--- src/rtl/arith_pkg.sv ---
// Shared constants for arithmetic blocks built on the 4-bit ripple adder:
// datapath width, iteration count and the multiplier FSM state encoding.
package arith_pkg;

  localparam int WIDTH      = 4;
  localparam int ITERATIONS = 4;

  typedef logic [1:0] state_t;

  // 2'b11 is unused and steers back to IDLE.
  localparam state_t ST_IDLE = 2'b00;
  localparam state_t ST_RUN  = 2'b01;
  localparam state_t ST_DONE = 2'b10;

  function automatic logic is_last_iter(input logic [1:0] cnt);
    return cnt == 2'(ITERATIONS - 1);
  endfunction

endpackage

--- src/rtl/shift_add_multiplier_adder.sv ---
// Four-bit ripple-carry adder: a chain of full adders with carry-in and
// carry-out, used as the shared add datapath.
module shift_add_multiplier_adder #(
  parameter int WIDTH = 4
) (
  input  logic [WIDTH-1:0] x,
  input  logic [WIDTH-1:0] y,
  input  logic             cin,
  output logic [WIDTH-1:0] s,
  output logic             cout
);

  logic [WIDTH:0] carry;

  assign carry[0] = cin;

  generate
    for (genvar gi = 0; gi < WIDTH; gi++) begin : g_fa
      assign s[gi]         = x[gi] ^ y[gi] ^ carry[gi];
      assign carry[gi + 1] = (x[gi] & y[gi]) | (carry[gi] & (x[gi] ^ y[gi]));
    end
  endgenerate

  assign cout = carry[WIDTH];

endmodule

--- src/rtl/shift_add_multiplier.sv ---
// Sequential unsigned shift-and-add multiplier: one add-and-shift per cycle
// over four cycles, producing a 2*WIDTH product with a one-cycle done pulse.
module shift_add_multiplier
  import arith_pkg::*;
#(
  parameter int WIDTH = 4
) (
  input  logic               clk,
  input  logic               rst,
  input  logic               start,
  input  logic [WIDTH-1:0]   a,
  input  logic [WIDTH-1:0]   b,
  output logic               busy,
  output logic               done,
  output logic [2*WIDTH-1:0] product
);

  state_t             state_q, state_d;
  logic [WIDTH-1:0]   m_q, m_d;
  logic [WIDTH-1:0]   acc_q, acc_d;
  logic [WIDTH-1:0]   q_q, q_d;
  logic [1:0]         cnt_q, cnt_d;
  logic [2*WIDTH-1:0] product_q, product_d;

  logic [WIDTH-1:0]   add_y;
  logic [WIDTH-1:0]   add_s;
  logic               add_co;
  logic [2*WIDTH-1:0] shifted;

  assign add_y = q_q[0] ? m_q : '0;

  shift_add_multiplier_adder #(
    .WIDTH (WIDTH)
  ) u_adder (
    .x    (acc_q),
    .y    (add_y),
    .cin  (1'b0),
    .s    (add_s),
    .cout (add_co)
  );

  // Carry lands in the top bit of A after the shift, so nothing is lost.
  assign shifted = {add_co, add_s, q_q[WIDTH-1:1]};

  always_comb begin
    state_d   = state_q;
    m_d       = m_q;
    acc_d     = acc_q;
    q_d       = q_q;
    cnt_d     = cnt_q;
    product_d = product_q;

    case (state_q)
      // The edge leaving DONE also samples start, giving one result per five cycles.
      ST_IDLE, ST_DONE: begin
        if (start) begin
          m_d     = a;
          q_d     = b;
          acc_d   = '0;
          cnt_d   = '0;
          state_d = ST_RUN;
        end else begin
          state_d = ST_IDLE;
        end
      end
      ST_RUN: begin
        {acc_d, q_d} = shifted;
        cnt_d        = cnt_q + 2'd1;
        if (is_last_iter(cnt_q)) begin
          product_d = shifted;
          state_d   = ST_DONE;
        end
      end
      default: begin
        state_d = ST_IDLE;
      end
    endcase
  end

  always_ff @(posedge clk) begin
    if (rst) begin
      state_q   <= ST_IDLE;
      m_q       <= '0;
      acc_q     <= '0;
      q_q       <= '0;
      cnt_q     <= '0;
      product_q <= '0;
    end else begin
      state_q   <= state_d;
      m_q       <= m_d;
      acc_q     <= acc_d;
      q_q       <= q_d;
      cnt_q     <= cnt_d;
      product_q <= product_d;
    end
  end

  assign busy    = (state_q == ST_RUN);
  assign done    = (state_q == ST_DONE);
  assign product = product_q;

endmodule

--- config.mk ---
export PLATFORM = sky130hd
export DESIGN_NAME = shift_add_multiplier
export DESIGN_NICKNAME = d
export VERILOG_FILES = /design/src/rtl/arith_pkg.sv /design/src/rtl/shift_add_multiplier_adder.sv /design/src/rtl/shift_add_multiplier.sv
export SDC_FILE = /design/constraint.sdc
export NUM_CORES = 1
export LEC_CHECK = 0
export BUFFER_PORTS_ARGS = -buffer_cell sky130_fd_sc_hd__buf_2
export CAP_MARGIN = 20
export CORE_MARGIN = 1.5
export CORE_UTILIZATION = 48
export DETAILED_ROUTE_END_ITERATION = 8
export PLACE_DENSITY = 0.73
export SLEW_MARGIN = 15
export SYNTH_ARGS = -nofsm -noshare
export SYNTH_HDL_FRONTEND = slang
export SYNTH_SLANG_ARGS = --single-unit
--- constraint.sdc ---
create_clock -name clk -period 2.34 [get_ports clk]
set_clock_uncertainty 0.2 [all_clocks]
set_input_delay 0.468 -clock clk [delete_from_list [all_inputs] [get_ports clk]]
set_output_delay 0.468 -clock clk [all_outputs]
set_load 0.005 [all_outputs]
==> flow_summary.json, run 1 <==
{
  "outcome": "finished with violations",
  "violations": "negative setup slack",
  "drtIter0Drc": 9,
  "setup_ws_ns": -0.0766,
  "syn2layout_area_growth_pct": 12.3,
  "grt_pass1_vias": 827,
  "rsz0062_at_grt": "true",
  "clk_pin_slew_worst_paths_ns": 0.12,
  "final.period_utilization_pct": 103,
  "synthMuxAreaShare_pct": 0,
  "nets": 157,
  "fp.dieH_um": 51.2,
  "wl_met3_um": 87,
  "wl_per_cell_um": 12.3,
  "r2r_slack_ns": -0.08,
  "tightest_slew_ns": 0.604,
  "dieArea_um2": 2620,
  "met2_length_um": 1030,
  "postCtsSetupRepairBufs": 0,
  "max_cap_violations": 0,
  "fin_total_pwr_w": 0.000690,
  "rr_endpoint": "product[6]",
  "yosys-top-cells-area": "dfxtp_1 43%, nand2_1 11%, fa_1 5.4%, a311oi_2 5.4%, a21oi_1 4.9%",
  "clock_tree.htree_level_count": 1,
  "track_usage_pct": 18.1,
  "gr-total-overflow": 0,
  "synth-seq-cells": 24,
  "synth.distinct_cells": 26,
  "clock_tree.root_cell": "clkbuf_4",
  "dp_cells": 164,
  "stdcell_area_um2": 1250,
  "end_kind": "flip-flop",
  "firstDrtPassIters": 4,
  "wl_um": 2050,
  "synth-edff-count": 0,
  "critPathCapture": "product[6]",
  "post-synth-top-count-cell": "nand2_1",
  "pin_count": 21,
  "initial_core_util_pct": 50.5,
  "core_area_um2": 2210,
  "wl_met1_um": 921,
  "cts-hold-fix-buffers": 0,
  "cts_tree": "done",
  "cp_max_fo": 2,
  "synth_xor_area_share_pct": 0,
  "fillers": 220,
  "total_leakage_power_nw": 0.487,
  "clock_path_buffers": 2,
  "relSlewSlack_pct": 59.7,
  "drtAntennaViolNets": 0,
  "synth_compound_area_share_pct": 16.7,
  "drive_above_1_share_pct": 35.3,
  "cts_buffers": 3,
  "path_class": "flip-flop to flip-flop",
  "fin_crit_ns": 2.42,
  "fmax_ghz": 0.414,
  "slew_viol_final": 0,
  "place_congestion": 0.722,
  "r2r_start": "m_q[0]",
  "cp-startpoint": "m_q[0]",
  "drc": 0,
  "worstHoldPathType": "input pin to flip-flop",
  "avgSynthCellArea_um2": 9.30,
  "final_cells": 167,
  "synth_common_cells": "32 x nand2_1, 24 x dfxtp_1, 11 x a21oi_1, 8 x nor2_1, 4 x a311oi_2",
  "netlist_area_um2": 1120,
  "fp.dieW_um": 51.2,
  "worst_ep_arrival_time_ns": 2.45,
  "synth_top_family_by_area": "simple AND/OR/NAND/NOR gates",
  "synth_top_flop_cell": "dfxtp_1",
  "r2r_cells": 8,
  "synth.net_count": 136,
  "yosysSeqAreaShare_pct": 43.0,
  "synth.largest_area_cell": "dfxtp_1",
  "top_layer": "met4",
  "synthArstFlopShare_pct": 0,
  "clock_sinks": 24,
  "rows": 17,
  "port_buffers": 20,
  "yosys_warnings": 0,
  "final_hold_viol_count": 0,
  "cp_data_required_time_ns": 2.37,
  "synth_top_area_share_pct": 43.0,
  "synth-simple-area-share_pct": 25.4,
  "hpwl_um": 1500,
  "vias": 880,
  "vdd_drop_max_v": 0.000383,
  "diodes": 0,
  "clock_latency_ns": 0.30,
  "setup_viol": 2,
  "tns_ns": -0.129,
  "synthCells": 120,
  "viasPerCell": 5.27,
  "p_per_area_nw_per_um2": 551,
  "grt_pass1_wl_um": 3570,
  "grt_max_degree": 25,
  "synthAdderAreaFrac_pct": 7.62,
  "placed_area_um2": 1210,
  "antenna_found_initial": 0,
  "worstSetupStartpointType": "flip-flop"
}
-- metrics by stage --
step	hold WS [ns]	setup WS, ns	util [%]
final	0.191	-0.0766	56.7
after global routing	0.203	-0.149	56.7
after CTS	0.177	-0.0812	56.7
after detailed placement	0.244	-0.0952	54.8
after global placement	0.240	-0.0397	54.8
after floorplan	0.232	-0.0298	-
-- cell type report --
| cell class | count | area (um^2) | area share (%) |
|---|---|---|---|
| Sequential cell | 24 | 482 | 38.4 |
| Timing Repair Buffer | 23 | 123 | 9.78 |
| Multi-Input combinational cell | 86 | 581 | 46.3 |
| Tap cell | 28 | 35.0 | 2.79 |
| Clock buffer | 3 | 22.5 | 1.80 |
| Inverter | 3 | 11.3 | 0.898 |
-- worst max-delay path: stages, from the launching register on --
cell	delay (ns)
dfxtp_2	0.34
and2_4	0.16
ha_4	0.15
fa_2	0.35
fa_2	0.34
inv_2	0.06
fa_1	0.43
buf_4	0.16
a211oi_2	0.16
-- how the worst min path moves through the flow --
stage / from / end / depth (start not counted)
after floorplan: m_q[0] / m_q[0] / 2
after global placement: product[3] / product[3] / 2
after detailed placement: product[4] / product[4] / 2
after CTS: a[2] / m_q[2] / 3
after global routing: a[3] / m_q[3] / 3
final: a[2] / m_q[2] / 3
-- where the power goes --
group	switching [W]	leakage, nW	internal [W]
clock	0.000113	0.0138	0.0000599
sequential	0.0000110	0.196	0.000424
combinational	0.0000485	0.277	0.0000339
-- flip-flops by register name (all words and copies together) (netlist names) --
name,count
product,8
acc_q,4
state_q,2
cnt_q,2
q_q,4
m_q,4
-- cells in the final DEF, fill, tap and decap left out, drive strengths merged --
cell type   n
a211oi      2
a21oi      14
a311oi      4
a31oi       2
and2        3
and2b       1
and3b       1
buf        23
clkbuf      3
dfxtp      24
fa          3
ha          2
inv         3
nand2      32
nand2b      3
nand3       4
nand3b      1
nor2       10
nor2b       1
nor3b       2
o21a        1
-- layer usage --
metal / global-route usage (%) / vias to the layer above
met1: 23.2 / 422
met2: 31.6 / 17
met3: 2.63 / 2
met5: 0 / -
li1: - / 439
met4: 5.26 / 0
-- logic make-up (layout without fill, tap and decap cells) --
| logic type | Yosys count | count (layout) |
|---|---|---|
| flip-flops | 24 | 24 |
| adder cells (fa/ha/maj) | 5 | 5 |
| AND/OR/NAND/NOR | 58 | 58 |
| AO/OA/AOI/OAI | 23 | 23 |
| buffers and inverters | 10 | 29 |
-- what timing repair did --
item                                    4_1_cts  5_1_grt
gates cloned                                  0        0
endpoints found under the setup margin        2        2
resized for setup                             4        0
pin swaps                                     2        0
(Power assumes the default switching activity.)
==> run 2, diff against run 1 <==
Settings changed: CORE_UTILIZATION 48 to 51, CTS_BUF_LIST set to sky130_fd_sc_hd__clkbuf_4, PLACE_DENSITY 0.73 to 0.77.
==> run 2 against run 1 <==
  * Utilization up 6.1 points
  * The flow still finishes with violations (negative setup slack)
  * Critical path depth unchanged
  * Critical path type unchanged
  * Setup slack better by 0.0049 ns
  * Register-to-register slack about the same
  * Largest cell class unchanged
  * Routed wire length up 1.3%
  * Sequential share of layout area down 0.076 points
  * Sequential cell count unchanged
  * Clock power up 4%
  * Non-clock buffer count unchanged
  * Die area down 5.5%
  * Highest routed layer unchanged
==> flow_summary.json, run 2 (synthesis results as in run 1) <==
{
  "outcome": "finished with violations",
  "violations": "negative setup slack",
  "worstHoldPathType": "input pin to flip-flop",
  "critPathCapture": "product[6]",
  "viasPerCell": 5.17,
  "r2r_cells": 8,
  "syn2layout_area_growth_pct": 12.6,
  "final_hold_viol_count": 0,
  "intPower_w": 0.000520,
  "combPwrFrac_pct": 12.0,
  "core_area_um2": 2000,
  "fmax_ghz": 0.415,
  "fillers": 189,
  "total_leakage_power_nw": 0.488,
  "clock_latency_ns": 0.31,
  "gr-total-overflow": 0,
  "clk_pin_slew_worst_paths_ns": 0.13,
  "vias": 864,
  "fp.dieW_um": 49.8,
  "cts_tree": "done",
  "nets": 157,
  "pin_count": 21,
  "final_common_cell": "nand2_1",
  "track_usage_pct": 18.7,
  "vdd_drop_max_v": 0.000385,
  "hpwl_um": 1530,
  "hold_start": "a[0]",
  "p_switching_w": 0.000179,
  "wl_per_cell_um": 12.4,
  "grt_max_degree": 25,
  "clock_tree.htree_level_count": 1,
  "p_sw_share_pct": 25.7,
  "rows": 16,
  "largest_register_ffs": 8,
  "p_per_area_nw_per_um2": 557,
  "grt_pass1_vias": 843,
  "antenna_found_initial": 0,
  "clock_path_buffers": 2,
  "drc": 0,
  "final.period_utilization_pct": 103,
  "cp-startpoint": "m_q[0]",
  "r2r_start": "m_q[0]",
  "drtIter0Drc": 15,
  "grt_pass1_wl_um": 3670,
  "fin_total_pwr_w": 0.000699,
  "max_cap_violations": 0,
  "clock_tree.root_cell": "clkbuf_4",
  "wl_um": 2080,
  "slew_viol_final": 0,
  "r2r_slack_ns": -0.07,
  "clock_sinks": 24,
  "p_seq_share_pct": 62.3,
  "setup_viol": 2,
  "drtAntennaViolNets": 0,
  "fin_crit_ns": 2.41,
  "drive_above_1_share_pct": 35.0,
  "end_kind": "flip-flop",
  "tns_ns": -0.135,
  "rr_endpoint": "product[6]",
  "rsz0062_at_grt": "true",
  "place_congestion": 0.724,
  "fp.dieH_um": 49.8,
  "diodes": 0,
  "tightest_slew_ns": 0.586,
  "cts_buffers": 3,
  "relSlewSlack_pct": 60.9,
  "cp_data_required_time_ns": 2.37,
  "worst_ep_arrival_time_ns": 2.44,
  "initial_core_util_pct": 55.7,
  "port_buffers": 20,
  "setup_ws_ns": -0.0717,
  "firstDrtPassIters": 4,
  "clockPowerShare_pct": 25.7,
  "layout_common_cells": "32 x nand2_1, 23 x dfxtp_1, 20 x buf_2, 11 x a21oi_1, 8 x nor2_1",
  "worstSetupStartpointType": "flip-flop",
  "dieArea_um2": 2480,
  "path_class": "flip-flop to flip-flop",
  "cp_max_fo": 2,
  "cts-hold-fix-buffers": 0
}
[run 2: changes by cell type in the layout (fill, tap and decap cells not counted)]
cell and change:
clkinv_1 +1
[run 2: worst min-delay path by stage]
stage | to | depth (start not counted)
after global routing | m_q[0] | 3
after CTS | m_q[2] | 3
after detailed placement | m_q[0] | 2
after floorplan | m_q[0] | 2
after global placement | product[0] | 2
final | m_q[0] | 3
[run 2: final cells by class]
| cell class | count | area (um^2) | area share (%) |
|---|---|---|---|
| clock buffers | 3 | 22.5 | 1.79 |
| clock inverters | 1 | 3.75 | 0.299 |
| inverters | 3 | 11.3 | 0.896 |
| multi-input cells | 86 | 581 | 46.2 |
| flip-flops and latches | 24 | 482 | 38.3 |
| well taps | 27 | 33.8 | 2.69 |
| repair buffers | 23 | 123 | 9.76 |
[run 2: power by group through the flow]
stage | Combinational [W] | Clock, W | Sequential (W)
floorplan | 0.0000684 | 0 | 0.000441
global placement | 0.0000796 | 0 | 0.000444
detailed placement | 0.0000825 | 0 | 0.000444
CTS | 0.0000839 | 0.000183 | 0.000435
global route | 0.0000928 | 0.000201 | 0.000438
finish | 0.0000841 | 0.000180 | 0.000435
[run 2: per-layer routing]
metal | track usage (%) | routed length [um]
met2 | 32.4 | 970
met3 | 2.73 | 68
met5 | 0 | 0
met1 | 24.6 | 1020
met4 | 4.17 | 18
[run 2: worst max-delay path, cell delays in order, from the launching register on]
cell	delay (ns)
dfxtp_2	0.34
and2_4	0.15
ha_4	0.15
fa_2	0.35
fa_2	0.34
inv_2	0.06
fa_1	0.44
buf_4	0.16
a211oi_2	0.15
[run 2: through the flow]
stage | instances | hold WS [ns] | setup WS [ns] | utilization, % | area, um^2
floorplan | 120 | 0.232 | -0.0298 | - | 1120
global placement | 163 | 0.241 | -0.0391 | 60.5 | 1210
detailed placement | 163 | 0.242 | -0.0824 | 60.5 | 1210
CTS | 167 | 0.178 | -0.0701 | 62.7 | 1260
global route | 167 | 0.168 | -0.184 | 62.7 | 1260
finish | 167 | 0.181 | -0.0717 | 62.7 | 1260
[run 2: what timing repair did]
item | in CTS | in global routing
resized for setup | 4 | 0
setup endpoints to repair | 2 | 2
pin swaps | 1 | 1
buffers inserted | 0 | 0
==> run 3, diff against run 2 <==
Settings changed: HOLD_SLACK_MARGIN set to 0.02, REMOVE_ABC_BUFFERS set to 1.
==> run 3 against run 2 <==
  * The flow still finishes with violations (negative setup slack)
  * Non-clock buffer count rose by 1
  * Sequential power about the same
  * Register-to-register slack got worse by 0.05 ns
  * Critical path type unchanged
  * Critical endpoint is now acc_q[2]
  * Highest routed layer unchanged
==> flow_summary.json, run 3 (synthesis results as in run 1) <==
{
  "outcome": "finished with violations",
  "violations": "negative setup slack",
  "clock_tree.htree_level_count": 1,
  "vdd_drop_max_v": 0.000371,
  "wl_per_cell_um": 12.9,
  "pin_count": 21,
  "rows": 16,
  "fillers": 171,
  "dieArea_um2": 2480,
  "relSlewSlack_pct": 62.4,
  "initial_core_util_pct": 55.7,
  "antenna_found_initial": 0,
  "fmax_ghz": 0.405,
  "worst_ep_arrival_time_ns": 2.52,
  "syn2layout_area_growth_pct": 15.9,
  "clock_latency_ns": 0.32,
  "largest_register_ffs": 8,
  "crit_family": "adder cells",
  "p_per_area_nw_per_um2": 639,
  "setup_ws_ns": -0.126,
  "grt_max_degree": 25,
  "whs_ns": 0.153,
  "stdcell_area_um2": 1290,
  "cp_data_required_time_ns": 2.39,
  "crit_slowest_cell": "fa_1",
  "drtAntennaViolNets": 0,
  "grt_pass1_wl_um": 3550,
  "wl_um": 2170,
  "final.period_utilization_pct": 105,
  "tightest_slew_ns": 0.562,
  "core_area_um2": 2000,
  "drtIter0Drc": 15,
  "final_hold_viol_count": 0,
  "clk_pin_slew_worst_paths_ns": 0.14,
  "cpPeakStageDelay_ns": 0.44,
  "path_buf_inv": 1,
  "cp_cell_sequence": "and2_4 > ha_4 > fa_2 > fa_2 > inv_2 > fa_1 > nor3b_2 > a31oi_1 > nor2_1",
  "total_leakage_power_nw": 0.508,
  "max_cap_violations": 0,
  "cts_tree": "done",
  "crit_path_frequent_cell": "fa_2",
  "slew_viol_final": 0,
  "final_common_cell": "nand2_1",
  "grt_pass1_vias": 779,
  "drc": 0,
  "path_class": "flip-flop to flip-flop",
  "firstDrtPassIters": 4,
  "drive_above_1_share_pct": 37.6,
  "placed_area_um2": 1200,
  "nets": 158,
  "cts_buffers": 3,
  "fp.dieW_um": 49.8,
  "setup_viol": 2,
  "cp_max_fo": 2,
  "worstHoldPathType": "input pin to flip-flop",
  "layout_common_cells": "32 x nand2_1, 22 x dfxtp_1, 20 x buf_2, 11 x a21oi_1, 8 x nor2_1",
  "viasPerCell": 5.38,
  "track_usage_pct": 19.0,
  "vias": 903,
  "fp.dieH_um": 49.8,
  "worstSetupStartpointType": "flip-flop",
  "clock_tree.root_cell": "clkbuf_4",
  "fin_total_pwr_w": 0.000827,
  "gr-total-overflow": 0,
  "rsz0062_at_grt": "true",
  "port_buffers": 20,
  "clock_sinks": 24,
  "hpwl_um": 1430,
  "end_kind": "flip-flop",
  "diodes": 0,
  "place_congestion": 0.708,
  "fin_crit_ns": 2.47,
  "clock_path_buffers": 2
}
-- run 3: layer usage --
metal,wire [um],track usage [%],vias up
li1,-,-,441
met1,968,23.3,440
met2,1120,32.9,18
met3,46,2.12,4
met4,32,9.26,0
met5,0,0,-
-- run 3: tightest hold or removal path: cells and delay by family --
| kind | cells | cell delay (ns) |
|---|---|---|
| AOI/OAI and AO/OA | 1 | 0.05 |
| buffers and inverters | 1 | 0.09 |
| and+or+nand+nor | 1 | 0.05 |
-- run 3: area by class of cell --
type / count / area, um^2 / share of cell area [%]
Clock buffer: 3 / 22.5 / 1.74
Sequential cell: 24 / 483 / 37.3
Clock inverter: 1 / 30.0 / 2.32
Tap cell: 27 / 33.8 / 2.61
Timing Repair Buffer: 24 / 130 / 10.1
Inverter: 3 / 11.3 / 0.870
Multi-Input combinational cell: 86 / 583 / 45.1
-- run 3: per-stage QoR --
stage / TNS [ns] / worst slack, ns / instances / utilization, %
global route: -0.360 / -0.205 / 168 / 64.6
finish: -0.228 / -0.126 / 168 / 64.6
global placement: -0.166 / -0.0859 / 163 / 60.1
CTS: -0.147 / -0.0813 / 168 / 64.6
detailed placement: -0.328 / -0.167 / 163 / 60.1
floorplan: -0.0865 / -0.0865 / 113 / -
-- run 3: report_power, final --
| part | internal, W | switching [W] |
|---|---|---|
| Combinational | 0.0000363 | 0.0000497 |
| Sequential | 0.000424 | 0.0000126 |
| Clock | 0.000173 | 0.000130 |
-- run 3: worst paths after layout --
check	start	cells after the start	to	slack [ns]
setup / recovery	m_q[0]	9	acc_q[2]	-0.13
hold reg to reg	product[4]	2	product[4]	0.26
setup reg to reg	m_q[0]	9	acc_q[2]	-0.13
hold / removal	a[0]	3	m_q[0]	0.15
-- run 3: what timing repair did --
action / 4_1_cts / 5_1_grt
hold buffers: 0 / 0
resized for setup: 10 / 0
pin swaps: 2 / 2
setup endpoints to repair: 2 / 2
buffers inserted: 1 / 0
endpoints found under the hold margin: 0 / 0
